`src/rtl/cpu_dump_ctrl.sv`:
```
// Run-and-dump controller: enables the core for RUN_CYCLES cycles after start,
// then streams the register file and/or a data-memory window over valid/ready.
module cpu_dump_ctrl #(
  parameter int XLEN       = 32,
  parameter int NREGS      = 32,
  parameter int DMEM_WORDS = 32,
  parameter int RUN_CYCLES = 40,
  parameter int IDX_W      = 8,
  parameter int CNT_W      = 16
) (
  input  logic             clk_i,
  input  logic             rst_i,
  input  logic             start_i,
  input  logic [1:0]       dump_sel_i,
  output logic             cpu_en_o,
  output logic [IDX_W-1:0] rf_raddr_o,
  input  logic [XLEN-1:0]  rf_rdata_i,
  output logic [IDX_W-1:0] dmem_raddr_o,
  input  logic [XLEN-1:0]  dmem_rdata_i,
  output logic             out_valid_o,
  input  logic             out_ready_i,
  output logic [XLEN-1:0]  out_data_o,
  output logic             out_kind_o,
  output logic [IDX_W-1:0] out_index_o,
  output logic             busy_o,
  output logic             done_o
);

  typedef enum logic [2:0] {
    S_IDLE     = 3'd0,
    S_RUN      = 3'd1,
    S_DUMP_RF  = 3'd2,
    S_DUMP_MEM = 3'd3,
    S_DONE     = 3'd4
  } state_e;

  localparam logic [CNT_W-1:0] RUN_LAST = (RUN_CYCLES > 0) ? CNT_W'(RUN_CYCLES - 1)
                                                           : {CNT_W{1'b0}};
  localparam logic [IDX_W-1:0] RF_LAST  = IDX_W'(NREGS - 1);
  localparam logic [IDX_W-1:0] MEM_LAST = IDX_W'(DMEM_WORDS - 1);
  localparam bit               SKIP_RUN = (RUN_CYCLES == 0);

  state_e           state_q, state_d;
  logic [CNT_W-1:0] cnt_q, cnt_d;
  logic [IDX_W-1:0] idx_q, idx_d;
  logic [1:0]       sel_q, sel_d;

  // First stage after the run phase; DONE when nothing is selected.
  function automatic state_e first_dump(input logic [1:0] sel);
    if (sel[0]) begin
      return S_DUMP_RF;
    end else if (sel[1]) begin
      return S_DUMP_MEM;
    end else begin
      return S_DONE;
    end
  endfunction

  // State, run counter, dump index and latched selection.
  always_ff @(posedge clk_i) begin
    if (rst_i) begin
      state_q <= S_IDLE;
      cnt_q   <= {CNT_W{1'b0}};
      idx_q   <= {IDX_W{1'b0}};
      sel_q   <= 2'b00;
    end else begin
      state_q <= state_d;
      cnt_q   <= cnt_d;
      idx_q   <= idx_d;
      sel_q   <= sel_d;
    end
  end

  // Next-state logic.
  always_comb begin
    state_d = state_q;
    cnt_d   = cnt_q;
    idx_d   = idx_q;
    sel_d   = sel_q;
    case (state_q)
      S_IDLE, S_DONE: begin
        if (start_i) begin
          sel_d   = dump_sel_i;
          cnt_d   = {CNT_W{1'b0}};
          idx_d   = {IDX_W{1'b0}};
          state_d = SKIP_RUN ? first_dump(dump_sel_i) : S_RUN;
        end else begin
          state_d = state_q;
        end
      end
      S_RUN: begin
        cnt_d = cnt_q + CNT_W'(1'b1);
        if (cnt_q == RUN_LAST) begin
          state_d = first_dump(sel_q);
        end else begin
          state_d = S_RUN;
        end
      end
      S_DUMP_RF: begin
        if (out_ready_i) begin
          if (idx_q == RF_LAST) begin
            idx_d   = {IDX_W{1'b0}};
            state_d = sel_q[1] ? S_DUMP_MEM : S_DONE;
          end else begin
            idx_d = idx_q + IDX_W'(1'b1);
          end
        end else begin
          idx_d = idx_q;
        end
      end
      S_DUMP_MEM: begin
        if (out_ready_i) begin
          if (idx_q == MEM_LAST) begin
            idx_d   = {IDX_W{1'b0}};
            state_d = S_DONE;
          end else begin
            idx_d = idx_q + IDX_W'(1'b1);
          end
        end else begin
          idx_d = idx_q;
        end
      end
      default: begin
        state_d = S_IDLE;
      end
    endcase
  end

  // Outputs decoded from registered state; read data passes straight through
  // because the frozen core keeps it stable while a beat is stalled.
  always_comb begin
    cpu_en_o     = 1'b0;
    busy_o       = 1'b0;
    done_o       = 1'b0;
    out_valid_o  = 1'b0;
    out_kind_o   = 1'b0;
    out_index_o  = {IDX_W{1'b0}};
    rf_raddr_o   = {IDX_W{1'b0}};
    dmem_raddr_o = {IDX_W{1'b0}};
    out_data_o   = {XLEN{1'b0}};
    case (state_q)
      S_RUN: begin
        cpu_en_o = 1'b1;
        busy_o   = 1'b1;
      end
      S_DUMP_RF: begin
        busy_o      = 1'b1;
        out_valid_o = 1'b1;
        out_index_o = idx_q;
        rf_raddr_o  = idx_q;
        out_data_o  = rf_rdata_i;
      end
      S_DUMP_MEM: begin
        busy_o       = 1'b1;
        out_valid_o  = 1'b1;
        out_kind_o   = 1'b1;
        out_index_o  = idx_q;
        dmem_raddr_o = idx_q;
        out_data_o   = dmem_rdata_i;
      end
      S_DONE: begin
        done_o = 1'b1;
      end
      default: begin
        done_o = 1'b0;
      end
    endcase
  end

endmodule
```
`config.mk`:
```
export PLATFORM = sky130hd
export DESIGN_NAME = cpu_dump_ctrl
export DESIGN_NICKNAME = d
export VERILOG_FILES = /design/src/rtl/cpu_dump_ctrl.sv
export SDC_FILE = /design/constraint.sdc
export NUM_CORES = 1
export LEC_CHECK = 0
export BUFFER_PORTS_ARGS = -buffer_cell sky130_fd_sc_hd__buf_4
export CAP_MARGIN = 20
export CORE_MARGIN = 2
export CORE_UTILIZATION = 43
export DETAILED_ROUTE_END_ITERATION = 16
export PLACE_DENSITY = 0.92
export REMOVE_ABC_BUFFERS = 1
export SKIP_CTS_REPAIR_TIMING = 1
export SYNTH_ARGS = -nofsm -noshare
export SYNTH_HDL_FRONTEND = slang
export SYNTH_SLANG_ARGS = --single-unit
```
`constraint.sdc`:
```
create_clock -name clk_i -period 2.12 [get_ports clk_i]
set_input_delay 0.53 -clock clk_i [delete_from_list [all_inputs] [get_ports clk_i]]
set_output_delay 0.53 -clock clk_i [all_outputs]
set_load 0.1 [all_outputs]
```
==> results of run 1 <==
[layer usage]
metal | wire (um) | part of all wire (%) | global-route usage, % | vias up
met5 | 0 | 0 | 0 | -
met2 | 4210 | 52 | 42.5 | 113
li1 | - | - | - | 1291
met3 | 576 | 7.1 | 5.83 | 26
met4 | 325 | 4.0 | 12.3 | 0
met1 | 3030 | 37 | 28.4 | 1286
[through the flow]
| step | instance area [um2] | TNS [ns] |
|---|---|---|
| after floorplan | 2050 | -106.17 |
| after global placement | 3180 | 0 |
| after detailed placement | 3180 | 0 |
| after CTS | 3300 | -2.85 |
| after global routing | 3490 | -0.348 |
| final | 3490 | -0.00166 |
[worst max-delay path, stage by stage (launching register included)]
cell and delay [ns]:
sky130_fd_sc_hd__dfxtp_1 0.36, sky130_fd_sc_hd__nand2b_2 0.25, sky130_fd_sc_hd__buf_12 0.20, sky130_fd_sc_hd__nor2_1 0.17, sky130_fd_sc_hd__buf_4 0.32
[cell families after synthesis]
kind of cell,synth area share (%)
multiplexers,16.7
adder cells (fa/ha/maj),1.18
XOR/XNOR,2.48
buffers and inverters,5.84
AND/OR/NAND/NOR,32.1
AO/OA/AOI/OAI,14.3
flip-flops,27.4
[area by class of cell]
cell class	instances	area [um2]	area share, %
multi-input combinational	232	1440	41.1
timing repair buffer	138	1200	34.5
sequential	29	582	16.7
tap	67	83.8	2.40
clock buffer	6	82.6	2.37
inverter	13	57.6	1.65
clock inverter	2	37.5	1.08
timing repair inverter	1	7.51	0.215
[cells in the mapped netlist (2+ instances only)]
library cell,number
sky130_fd_sc_hd__mux2_2,3
sky130_fd_sc_hd__clkbuf_1,14
sky130_fd_sc_hd__mux2i_1,32
sky130_fd_sc_hd__or3_1,5
sky130_fd_sc_hd__a211oi_1,3
sky130_fd_sc_hd__inv_1,12
sky130_fd_sc_hd__o211ai_1,6
sky130_fd_sc_hd__or4_1,7
sky130_fd_sc_hd__nand2b_1,2
sky130_fd_sc_hd__dfxtp_1,29
sky130_fd_sc_hd__and2_1,3
sky130_fd_sc_hd__nand3b_1,3
sky130_fd_sc_hd__nand3_1,6
sky130_fd_sc_hd__nor4_1,3
sky130_fd_sc_hd__xnor2_1,6
sky130_fd_sc_hd__o32ai_1,2
sky130_fd_sc_hd__a31oi_1,2
sky130_fd_sc_hd__or2_2,2
sky130_fd_sc_hd__nand2_1,23
sky130_fd_sc_hd__a21oi_1,19
sky130_fd_sc_hd__o41ai_1,2
sky130_fd_sc_hd__nor2_1,67
sky130_fd_sc_hd__o21ai_0,7
sky130_fd_sc_hd__ha_1,2
sky130_fd_sc_hd__and3_1,5
sky130_fd_sc_hd__nand4_1,6
sky130_fd_sc_hd__nor3b_1,4
sky130_fd_sc_hd__buf_1,4
[power groups by stage]
stage | combinational [mW] | sequential [mW] | clock, mW
after floorplan | 0.154 | 0.598 | 0
after global placement | 0.325 | 0.574 | 0
after global routing | 0.387 | 0.566 | 0.640
after CTS | 0.336 | 0.563 | 0.614
final | 0.366 | 0.564 | 0.610
after detailed placement | 0.335 | 0.575 | 0
[final timing paths]
check / endpoint / slack [ns] / startpoint
hold / removal: cnt_q[9]$_SDFFE_PP0P_ / 0.49 / cnt_q[9]$_SDFFE_PP0P_
setup reg to reg: cnt_q[13]$_SDFFE_PP0P_ / 0.04 / state_q[0]$_SDFFE_PP0P_
hold reg to reg: cnt_q[9]$_SDFFE_PP0P_ / 0.49 / cnt_q[9]$_SDFFE_PP0P_
setup / recovery: out_data_o[28] / -0.001 / state_q[2]$_SDFFE_PP0P_
[flip-flops by register name, summed over array words and instances (netlist names)]
signal   flops
sel_q        2
cnt_q       16
idx_q        8
state_q      3
==> flow_results.org, run 1 <==
** Outcome
- Status :: finished, violations left
- The checks that failed: setup timing.

** Yosys
- For this run, the number of Yosys warnings is 0.
- Of the synthesized area, sequential elements account for 27.4%.
- Number of instances in the synthesized netlist :: 293
- Of all flip-flops after synthesis, the portion carrying an async set or reset was 0%.
- Yosys mapped a number of flops with a built-in enable equal to 0.
- Portion of synthesized cell area occupied by the leading cell type :: 27.4%
- Count of distinct cell types in the synthesized netlist :: 42
- Yosys reg bits :: 29
- Cell type contributing the most total cell area after synthesis :: sky130_fd_sc_hd__dfxtp_1
- Yosys attributes the largest share of cell area to sky130_fd_sc_hd__dfxtp_1 (27%), sky130_fd_sc_hd__mux2i_1 (15%), sky130_fd_sc_hd__nor2_1 (12%), sky130_fd_sc_hd__a21oi_1 (4.5%), sky130_fd_sc_hd__nand2_1 (4.1%).
- The average instance in the mapped netlist occupies 7.24 um2.
- Total standard cell area after synthesis :: 0.00212 mm2
- The most used flip-flop cell after synthesis is sky130_fd_sc_hd__dfxtp_1.

** Worst setup path
- STA puts the critical path data required time at 1.59 ns.
- Maximum fanout along the worst path :: 37
- Kind of end point of the critical path :: output port
- The setup path with the least slack is of type flip-flop to output port.
- For the worst flop-to-flop path, the logic depth is 4.
- Data arrival time at the worst-slack endpoint :: 1.59 ns
- STA classifies the critical path startpoint as a flip-flop.

** Floorplanning
- Count of standard-cell rows :: 25
- Area of the core :: 0.00475 mm2
- Full die area :: 0.00551 mm2
- In this run the horizontal extent of the chip is 74.2 um.
- For this configuration, the core starts out at a cell density of 44.6%.
- Measured along the y axis, the die boundary spans 74.2 um.
- For this design the top-level I/O count stands at 131.

** Job
- Across the run, the number of max-cap violations was 0.

** Drt
- Summed over all layers, the routed wires come to 8.15 mm.
- The first detailed-routing pass took 4 iterations.
- Once detail routing completed, the nets flagged for antenna violations numbered 0.
- In the routed design, unresolved DRC markers number 0.
- In the final routed layout, each cell accounts on average for 16.7 um.
- After detailed routing, the number of vias per cell comes to 5.57.
- After the first detailed-routing iteration, the DRC count stood at 196.
- The routed layout has 2716 vias.

** Clocking
- Post-CTS clock slew at the launch and capture registers of the worst setup and hold paths :: 0.06 ns
- H-tree lvl count :: 2
- Clock latency on the worst-skew pair, taken at its later pin, is 0.29 ns.
- TritonCTS built the clock tree.
- Clock tree synthesis selected as its root buffer the cell sky130_fd_sc_hd__clkbuf_8.
- Number of buffers on the longest clock path :: 2
- CTS sink cnt :: 29
- Counting the buffers created by CTS gives 5.

** Pwr
- Internal cell power :: 1.12 mW
- Of the total power, combinational logic draws 23.8%.
- Sequential cells burn 36.6% of the power.
- VDD IR-drop max :: 0.452 mV
- The design draws 1.54 mW.
- For this design the ratio of total power to cell area is 442 mW/mm2.
- The analysis attributes to net switching a power of 0.423 mW.
- For this design the static power due to leakage is 1.56 nW.
- In this run switching power makes up 27.4% of total power.
- The clock network burns 39.6% of the power.

** STA
- On the final layout, the worst clock skew is 0.0122 ns.
- Count of final hold-check violations :: 0
- Final count of pins violating max slew :: 0
- After layout, the worst path uses 100% of the clock period.
- Across all setup checks in the final design, the least slack found is -0.00118 ns.
- Hold slack :: 0.487 ns
- Actual slew at the worst max-slew pin :: 0.582 ns
- Setup repair after global routing could not meet its margin everywhere.
- Number of endpoints failing setup at the final stage :: 2
- Static timing analysis puts the maximum clock frequency at 471 MHz.
- Subtracting the final worst setup slack from the clock period gives 2.12 ns.
- The worst pin sits at a relative slew slack of 60.2%.

** Placement
- The congestion estimate from routability-driven global placement came to 0.872.
- The HPWL after detailed placement is 5.69 mm.
- OpenSTA, run right after detailed placement, puts the worst setup slack at 0.0819 ns.
- After detailed placement, the design holds a cell count of 477.
- Input/output buffers :: 130

** Finish
- The number of antenna diodes in the final layout is 0.
- Final standard cell count with taps included and fillers excluded :: 488
- Commonest non-fill, non-tap cell in the layout :: sky130_fd_sc_hd__buf_4
- The filler cells instantiated in the layout total 326.
- Final-stage net count :: 492
- Measured on the finished design, the core utilization comes to 73.4%.
- Area added between synthesis and finish :: 64.5%
- Fraction of final layout cells sized beyond drive strength 1 :: 39.2%
- The library cells used most frequently in the layout, excluding fill and tap cells, are sky130_fd_sc_hd__buf_4 (104), sky130_fd_sc_hd__nor2_1 (63), sky130_fd_sc_hd__mux2i_1 (32).

** GRT
- Total grt overflow :: 0
- Global routing used 24.6% of the available tracks.
- Number of antenna violations at the first check in global routing :: 0
- First-pass GRT wire length :: 10.4 mm
- Entering global routing, the biggest net connects 46 pins.
- Number of global-route vias before repair :: 2255

** Worst hold path
- Number of cells traversed by the worst hold path :: 1
- Worst Hold Class :: flip-flop to flip-flop
Power figures use the tool's default switching activity.
==> inputs of run 2 (changes only) <==
- CORE_ASPECT_RATIO: not set -> 1.25
==> run 2 against run 1 <==
  * The flow still finishes with violations (setup timing)
  * Worst setup slack worse by 0.016 ns
  * Cell count is 0.41% lower
  * Sequential power barely moved
  * Via count fell by 2.0%
  * Sequential share of layout area up 0.38 points
  * Final area shrank 0.97%
  * Clock-buffer cell count grew 1
  * Clock skew shrank 0.011 ns
  * Wire length shrank 1.0%
  * Worst hold slack worse by 0.010 ns
  * Largest power group is now sequential cells
  * Highest routed layer unchanged
==> flow_results.org, run 2 (synthesis gave the netlist of run 1 again) <==
** STA
- The aggregate negative setup slack came to -0.0174 ns (was -0.00166 ns).
- The remaining max-slew budget at the tightest pin came to 66.5% (was 60.2%).
- Final Critical Period :: 2.14 ns (was 2.12 ns)
- The max-slew violation total from the final report came to 0 (unchanged).
- RSZ-0062 raised after global routing: yes (unchanged).
- Worst Setup Slack, final :: -0.0174 ns (was -0.00118 ns)
- The post-route clock skew was 0.00148 ns (was 0.0122 ns).
- The final hold slack is 0.476 ns (was 0.487 ns).
- The hold violation total from the final report was 0 (unchanged).
- The final cycle utilization of the critical path was 101% (was 100%).
- Number of endpoints failing setup at the final stage :: 1 (was 2)
- F_max :: 468 MHz (was 471 MHz)
- The actual slew at the worst max-slew pin is 0.501 ns (was 0.582 ns).

** Drt
- The final antenna-violating net count was 0 (unchanged).
- Post-DR wirelength/cell :: 16.6 um (was 16.7 um)
- DR iter-0 viols :: 175 (was 196)
- The DRC violation count after routing came to 0 (unchanged).
- First drt pass iteration count :: 4 (unchanged)
- Total Routed Length :: 8.07 mm (was 8.15 mm)
- Number of vias in the routed layout :: 2663 (was 2716)
- Vias per Instance :: 5.48 (was 5.57)

** Clocking
- The TritonCTS buffer count came to 5 (unchanged).
- The TritonCTS clock tree is yes (unchanged).
- H-tree lvl count :: 2 (unchanged)
- The maximum buffer depth of the clock tree came to 2 (unchanged).
- The clock transition time at the flip-flop clock pins of the worst setup and hold paths is 0.06 ns (about the same).
- The count of clock tree sinks is 29 (unchanged).
- The CTS root buffer is sky130_fd_sc_hd__clkbuf_8 (unchanged).
- Later-pin clock latency in the skew report :: 0.28 ns (was 0.29 ns)

** Floorplanning
- The initial core utilization came to 44.8% (was 44.6%).
- The floorplan row count was 28 (was 25).
- The floorplan core area was 0.00473 mm2 (was 0.00475 mm2).
- Full die area :: 0.00551 mm2 (about the same)
- Boundary Pins :: 131 (unchanged)
- The die width was 66.8 um (was 74.2 um).
- Die Y :: 82.5 um (was 74.2 um)

** Finish
- The final core utilization is 73.0% (was 73.4%).
- Biggest regs: cnt_q (16), idx_q (8), state_q (3) (unchanged).
- Most frequent cells in the layout :: sky130_fd_sc_hd__buf_4 (125), sky130_fd_sc_hd__nor2_1 (63), sky130_fd_sc_hd__mux2i_1 (32) (was sky130_fd_sc_hd__buf_4 (104), sky130_fd_sc_hd__nor2_1 (63), sky130_fd_sc_hd__mux2i_1 (32))
- Final standard cell count with taps included and fillers excluded :: 486 (was 488)
- Layout filler cell count :: 317 (was 326)
- The area overhead of the layout relative to synthesis came to 62.9% (was 64.5%).
- The share of post-route cells with drive strength above 1 was 40.6% (was 39.2%).
- The register ranked first by flip-flop count is cnt_q (unchanged).
- Commonest non-fill, non-tap cell in the layout :: sky130_fd_sc_hd__buf_4 (unchanged)
- The summed area of non-filler cells in the final layout was 0.00345 mm2 (was 0.00349 mm2).
- The flip-flop count of the largest register after layout was 16 (unchanged).
- The number of nets in the final layout is 498 (was 492).
- Ant. Diodes :: 0 (unchanged)

** Worst hold path
- Number of cells traversed by the worst hold path :: 2 (was 1)
- Worst Hold Class :: flip-flop to flip-flop (unchanged)

** Worst setup path
- The data arrival at the endpoint of the critical path is 2.31 ns (was 1.59 ns).
- The worst-path maximum fanout was 7 (was 37).
- Crit path kind :: flip-flop to flip-flop (was flip-flop to output port)
- Kind of end point of the critical path :: flip-flop (was output port)
- The type of origin of the critical path is a flip-flop (unchanged).
- The number of cells traversed by the worst register-to-register path was 4 (unchanged).
- The required time reported for the critical path endpoint came to 2.29 ns (was 1.59 ns).

** GRT
- The met2 routing resource usage after global routing was 44.0% (was 42.5%).
- Met3 global-route usage :: 6.64% (was 5.83%)
- The number of antenna violations at the first check in global routing came to 0 (unchanged).
- The largest net degree at the start of global routing was 38 (was 46).
- The met1 track utilization from global routing is 29.4% (was 28.4%).
- The global-route total usage across every layer came to 25.5% (was 24.6%).
- Number of global-route vias before repair :: 2218 (was 2255)
- The layer carrying the most global-route usage was met2 (unchanged).
- First-pass GRT wire length :: 10.6 mm (was 10.4 mm)
- Total grt overflow :: 0 (unchanged)

** Pwr
- The clock network fraction of design power came to 32.9% (was 39.6%).
- Ratio of total power to cell area :: 403 mW/mm2 (was 442 mW/mm2)
- The largest vdd supply drop came to 0.559 mV (was 0.452 mV).
- The proportion of power drawn by flip-flops and latches came to 40.3% (was 36.6%).
- The switching power total was 0.394 mW (was 0.423 mW).
- The internal power of the cells is 0.999 mW (was 1.12 mW).
- Static leakage power :: 1.57 nW (was 1.56 nW)
- Part of the power in combinational logic :: 26.8% (was 23.8%)
- The net switching fraction of the power is 28.3% (was 27.4%).

** Placement
- The number of cells in the design after placement is 475 (was 477).
- The port buffer count was 130 (unchanged).
- Global placement routability congestion :: 0.857 (was 0.872)
- Area of placed instances :: 0.00321 mm2 (was 0.00318 mm2)
- The detailed placement HPWL is 5.85 mm (was 5.69 mm).

** Outcome
- Status: finished, violations left (unchanged).
- Failing checks :: setup timing (unchanged)

** Job
- Maximum capacitance violations :: 0 (unchanged)
## run 2: cell count changes in the layout (fill, tap and decap cells not counted), moves of 2 or more
cell / previous run / this run
sky130_fd_sc_hd__buf_12: 2 / 4
sky130_fd_sc_hd__buf_4: 104 / 125
sky130_fd_sc_hd__buf_6: 29 / 14
sky130_fd_sc_hd__dfxtp_1: 28 / 26
sky130_fd_sc_hd__dfxtp_4: 0 / 2
## run 2: area by class of cell
| type | instances | area [um2] | share of cell area, % |
|---|---|---|---|
| Clock buffer | 7 | 86.3 | 2.50 |
| Inverter | 13 | 58.8 | 1.70 |
| Multi-Input combinational cell | 232 | 1450 | 41.9 |
| Sequential cell | 29 | 589 | 17.1 |
| Tap cell | 60 | 75.1 | 2.17 |
| Timing Repair Buffer | 144 | 1190 | 34.5 |
| Timing Repair inverter | 1 | 7.51 | 0.217 |
## run 2: final timing paths
path	from	end	slack (ns)
setup / recovery	state_q[1]$_SDFFE_PP0P_	cnt_q[15]$_SDFFE_PP0P_	-0.02
hold / removal	sel_q[0]$_SDFFE_PP0P_	sel_q[0]$_SDFFE_PP0P_	0.48
hold reg to reg	sel_q[0]$_SDFFE_PP0P_	sel_q[0]$_SDFFE_PP0P_	0.48
setup reg to reg	state_q[1]$_SDFFE_PP0P_	cnt_q[15]$_SDFFE_PP0P_	-0.02
## run 2: worst max-delay path, stage by stage, from the launching register on
cell,delay (ns)
sky130_fd_sc_hd__dfxtp_4,0.37
sky130_fd_sc_hd__or3b_4,0.43
sky130_fd_sc_hd__or3_1,0.44
sky130_fd_sc_hd__nor4_2,0.39
sky130_fd_sc_hd__mux2_2,0.39
## run 2: metal layers
layer,vias to the layer above,wire length [um]
met5,-,0
met4,0,342
met3,28,734
met2,144,4100
met1,1194,2890
li1,1297,-
## run 2: power groups by stage
| stage | Sequential, mW | Combinational, mW | Clock, mW |
|---|---|---|---|
| final | 0.562 | 0.373 | 0.459 |
| after CTS | 0.564 | 0.342 | 0.461 |
| after floorplan | 0.598 | 0.154 | 0 |
| after global placement | 0.575 | 0.331 | 0 |
| after detailed placement | 0.576 | 0.339 | 0 |
| after global routing | 0.564 | 0.394 | 0.483 |
## run 2: per-stage QoR
stage / worst slack, ns / power (mW)
6_report: -0.0174 / 1.39
3_5_place_dp: 0.0793 / 0.915
3_3_place_gp: 0.188 / 0.906
4_1_cts: -0.138 / 1.37
2_1_floorplan: -1.83 / 0.751
5_1_grt: -0.0415 / 1.44
==> inputs of run 3 (changes only) <==
- RECOVER_POWER: not set -> 100
==> run 3 against run 2 <==
  * The flow still finishes with violations (setup timing)
  * Via count is 1.4% higher
  * Largest cell class unchanged
  * Worst setup slack got worse by 0.018 ns
  * Flip-flop and latch count unchanged
==> flow_results.org, run 3 (synthesis gave the netlist of run 1 again) <==
** Outcome
- Status :: finished, violations left (unchanged)
- Failing checks: setup timing (unchanged).

** Floorplanning
- Area of the core :: 0.00473 mm2 (unchanged)
- The area enclosed by the die boundary was 0.00551 mm2 (unchanged).
- The floorplan row count came to 28 (unchanged).
- The number of top-level design ports came to 131 (unchanged).
- Die Y :: 82.5 um (unchanged)
- The die width is 66.8 um (unchanged).
- The initial core utilization came to 44.8% (unchanged).

** Finish
- The register ranked first by flip-flop count was cnt_q (unchanged).
- The area overhead of the layout relative to synthesis was 62.8% (was 62.9%).
- Commonest non-fill, non-tap cell in the layout :: sky130_fd_sc_hd__buf_4 (unchanged)
- Final-stage net count :: 498 (unchanged)
- Biggest regs: cnt_q (16), idx_q (8), state_q (3) (unchanged).
- The count of inserted antenna diode cells came to 0 (unchanged).
- Number of flip-flops under the largest register name :: 16 (unchanged)
- The final core utilization came to 73.0% (about the same).
- Most frequent cells in the layout: sky130_fd_sc_hd__buf_4 (124), sky130_fd_sc_hd__nor2_1 (63), sky130_fd_sc_hd__mux2i_1 (32) (was sky130_fd_sc_hd__buf_4 (125), sky130_fd_sc_hd__nor2_1 (63), sky130_fd_sc_hd__mux2i_1 (32)).
- The share of post-route cells with drive strength above 1 was 40.6% (unchanged).

** Clocking
- Later-pin clock latency in the skew report :: 0.29 ns (was 0.28 ns)
- H-tree lvl count :: 2 (unchanged)
- The CTS root buffer was sky130_fd_sc_hd__clkbuf_8 (unchanged).
- The clock transition time at the flip-flop clock pins of the worst setup and hold paths is 0.06 ns (about the same).
- The count of clock tree sinks is 29 (unchanged).
- The maximum buffer depth of the clock tree was 2 (unchanged).
- The TritonCTS buffer count was 5 (unchanged).
- Clock tree from TritonCTS :: yes (unchanged)

** Worst setup path
- The required time reported for the critical path endpoint was 2.29 ns (about the same).
- The number of cells traversed by the worst register-to-register path was 4 (unchanged).
- Critical path startpoint category :: flip-flop (unchanged)
- Crit path kind :: flip-flop to flip-flop (unchanged)
- The worst-path maximum fanout was 7 (unchanged).
- Kind of end point of the critical path :: flip-flop (unchanged)
- The data arrival at the endpoint of the critical path was 2.33 ns (was 2.31 ns).

** STA
- Count of final hold-check violations :: 0 (unchanged)
- Post-route clock skew :: 0.00260 ns (was 0.00148 ns)
- Number of endpoints failing setup at the final stage :: 1 (unchanged)
- RSZ-0062 raised after global routing: yes (unchanged).
- Final clock period utilization by the worst path :: 102% (was 101%)
- The maximum clock frequency came to 464 MHz (was 468 MHz).
- Final count of pins violating max slew :: 0 (unchanged)
- Slew HR :: 66.4% (was 66.5%)
- Hold slack :: 0.476 ns (about the same)
- The post-route minimum period is 2.16 ns (was 2.14 ns).
- Worst Setup Slack, final :: -0.0356 ns (was -0.0174 ns)
- The actual slew at the worst max-slew pin is 0.503 ns (was 0.501 ns).

** Placement
- Global placement routability congestion :: 0.857 (unchanged)
- The post-place setup slack was 0.0793 ns (unchanged).
- The port buffer count is 130 (unchanged).
- Placed wire-length estimate :: 5.85 mm (unchanged)

** Pwr
- Ratio of total power to cell area :: 405 mW/mm2 (was 403 mW/mm2)
- The largest vdd supply drop is 0.572 mV (was 0.559 mV).
- The cell leakage power is 1.57 nW (about the same).
- The overall power consumption was 1.40 mW (was 1.39 mW).

** Drt
- The via density per instance is 5.56 (was 5.48).
- Total Routed Length :: 8.07 mm (about the same)
- Number of vias in the routed layout :: 2700 (was 2663)
- The final antenna-violating net count is 0 (unchanged).
- DRC violation count after routing :: 0 (unchanged)
- Post-DR wirelength/cell :: 16.6 um (about the same)
- First drt pass iteration count :: 4 (unchanged)
- DR iter-0 viols :: 161 (was 175)

** Worst hold path
- The hold path depth came to 2 (unchanged).
- The classification of the worst-slack hold path was flip-flop to flip-flop (unchanged).

** GRT
- Total routing resource utilization after global routing :: 25.5% (unchanged)
- Largest net degree at the start of global routing :: 38 (unchanged)
- Number of antenna violations at the first check in global routing :: 0 (unchanged)
- The wire length of the first global-routing pass was 10.6 mm (unchanged).
- The overflow left after global routing was 0 (unchanged).
- Number of global-route vias before repair :: 2218 (unchanged)

** Job
- The number of maximum-capacitance constraint violations came to 0 (unchanged).
-- run 3: cell count changes in the layout (fill, tap and decap cells not counted), sizes merged --
cell    before  now
buf        144  143
clkbuf       7    8
-- run 3: per-stage QoR --
| step | cells | TNS, ns | instance area (um2) |
|---|---|---|---|
| 6_report | 486 | -0.0356 | 3450 |
| 5_1_grt | 486 | -0.104 | 3450 |
| 4_1_cts | 482 | -1.93 | 3290 |
| 3_5_place_dp | 475 | 0 | 3210 |
| 3_3_place_gp | 475 | 0 | 3210 |
| 2_1_floorplan | 274 | -106.17 | 2050 |
-- run 3: per-layer routing --
layer  wire (um)  share of wire, %  global-route usage [%]  up-vias
met2        4100                51                    44.0      152
met4         323               4.0                    11.4        0
met1        2850                35                    29.4     1229
li1            -                 -                       -     1295
met3         788               9.8                    6.64       24
met5           0                 0                       0        -
-- run 3: cell type report --
| class | instances | area, um2 |
|---|---|---|
| fill | 318 | 1280 |
| timing repair inverter | 1 | 7.51 |
| sequential | 29 | 589 |
| multi-input combinational | 232 | 1450 |
| timing repair buffer | 144 | 1190 |
| inverter | 13 | 58.8 |
| tap | 60 | 75.1 |
| clock buffer | 7 | 86.3 |
-- run 3: critical path: stages, from the launching register on --
cell	delay, ns
sky130_fd_sc_hd__dfxtp_4	0.37
sky130_fd_sc_hd__or3b_4	0.43
sky130_fd_sc_hd__or3_1	0.45
sky130_fd_sc_hd__nor4_2	0.41
sky130_fd_sc_hd__mux2_2	0.39
-- run 3: power breakdown --
group | switching, mW | total, mW | internal, mW | leakage [nW]
logic | 0.183 | 0.372 | 0.189 | 1.29
registers | 0.00954 | 0.562 | 0.553 | 0.236
clock network | 0.207 | 0.464 | 0.257 | 0.0443
total | 0.399 | 1.40 | 0.998 | 1.57
-- run 3: path summary, 6_finish.rpt --
kind	start	end	slack, ns
setup / recovery	state_q[1]$_SDFFE_PP0P_	cnt_q[15]$_SDFFE_PP0P_	-0.04
hold / removal	sel_q[0]$_SDFFE_PP0P_	sel_q[0]$_SDFFE_PP0P_	0.48
setup reg to reg	state_q[1]$_SDFFE_PP0P_	cnt_q[15]$_SDFFE_PP0P_	-0.04
hold reg to reg	sel_q[0]$_SDFFE_PP0P_	sel_q[0]$_SDFFE_PP0P_	0.48
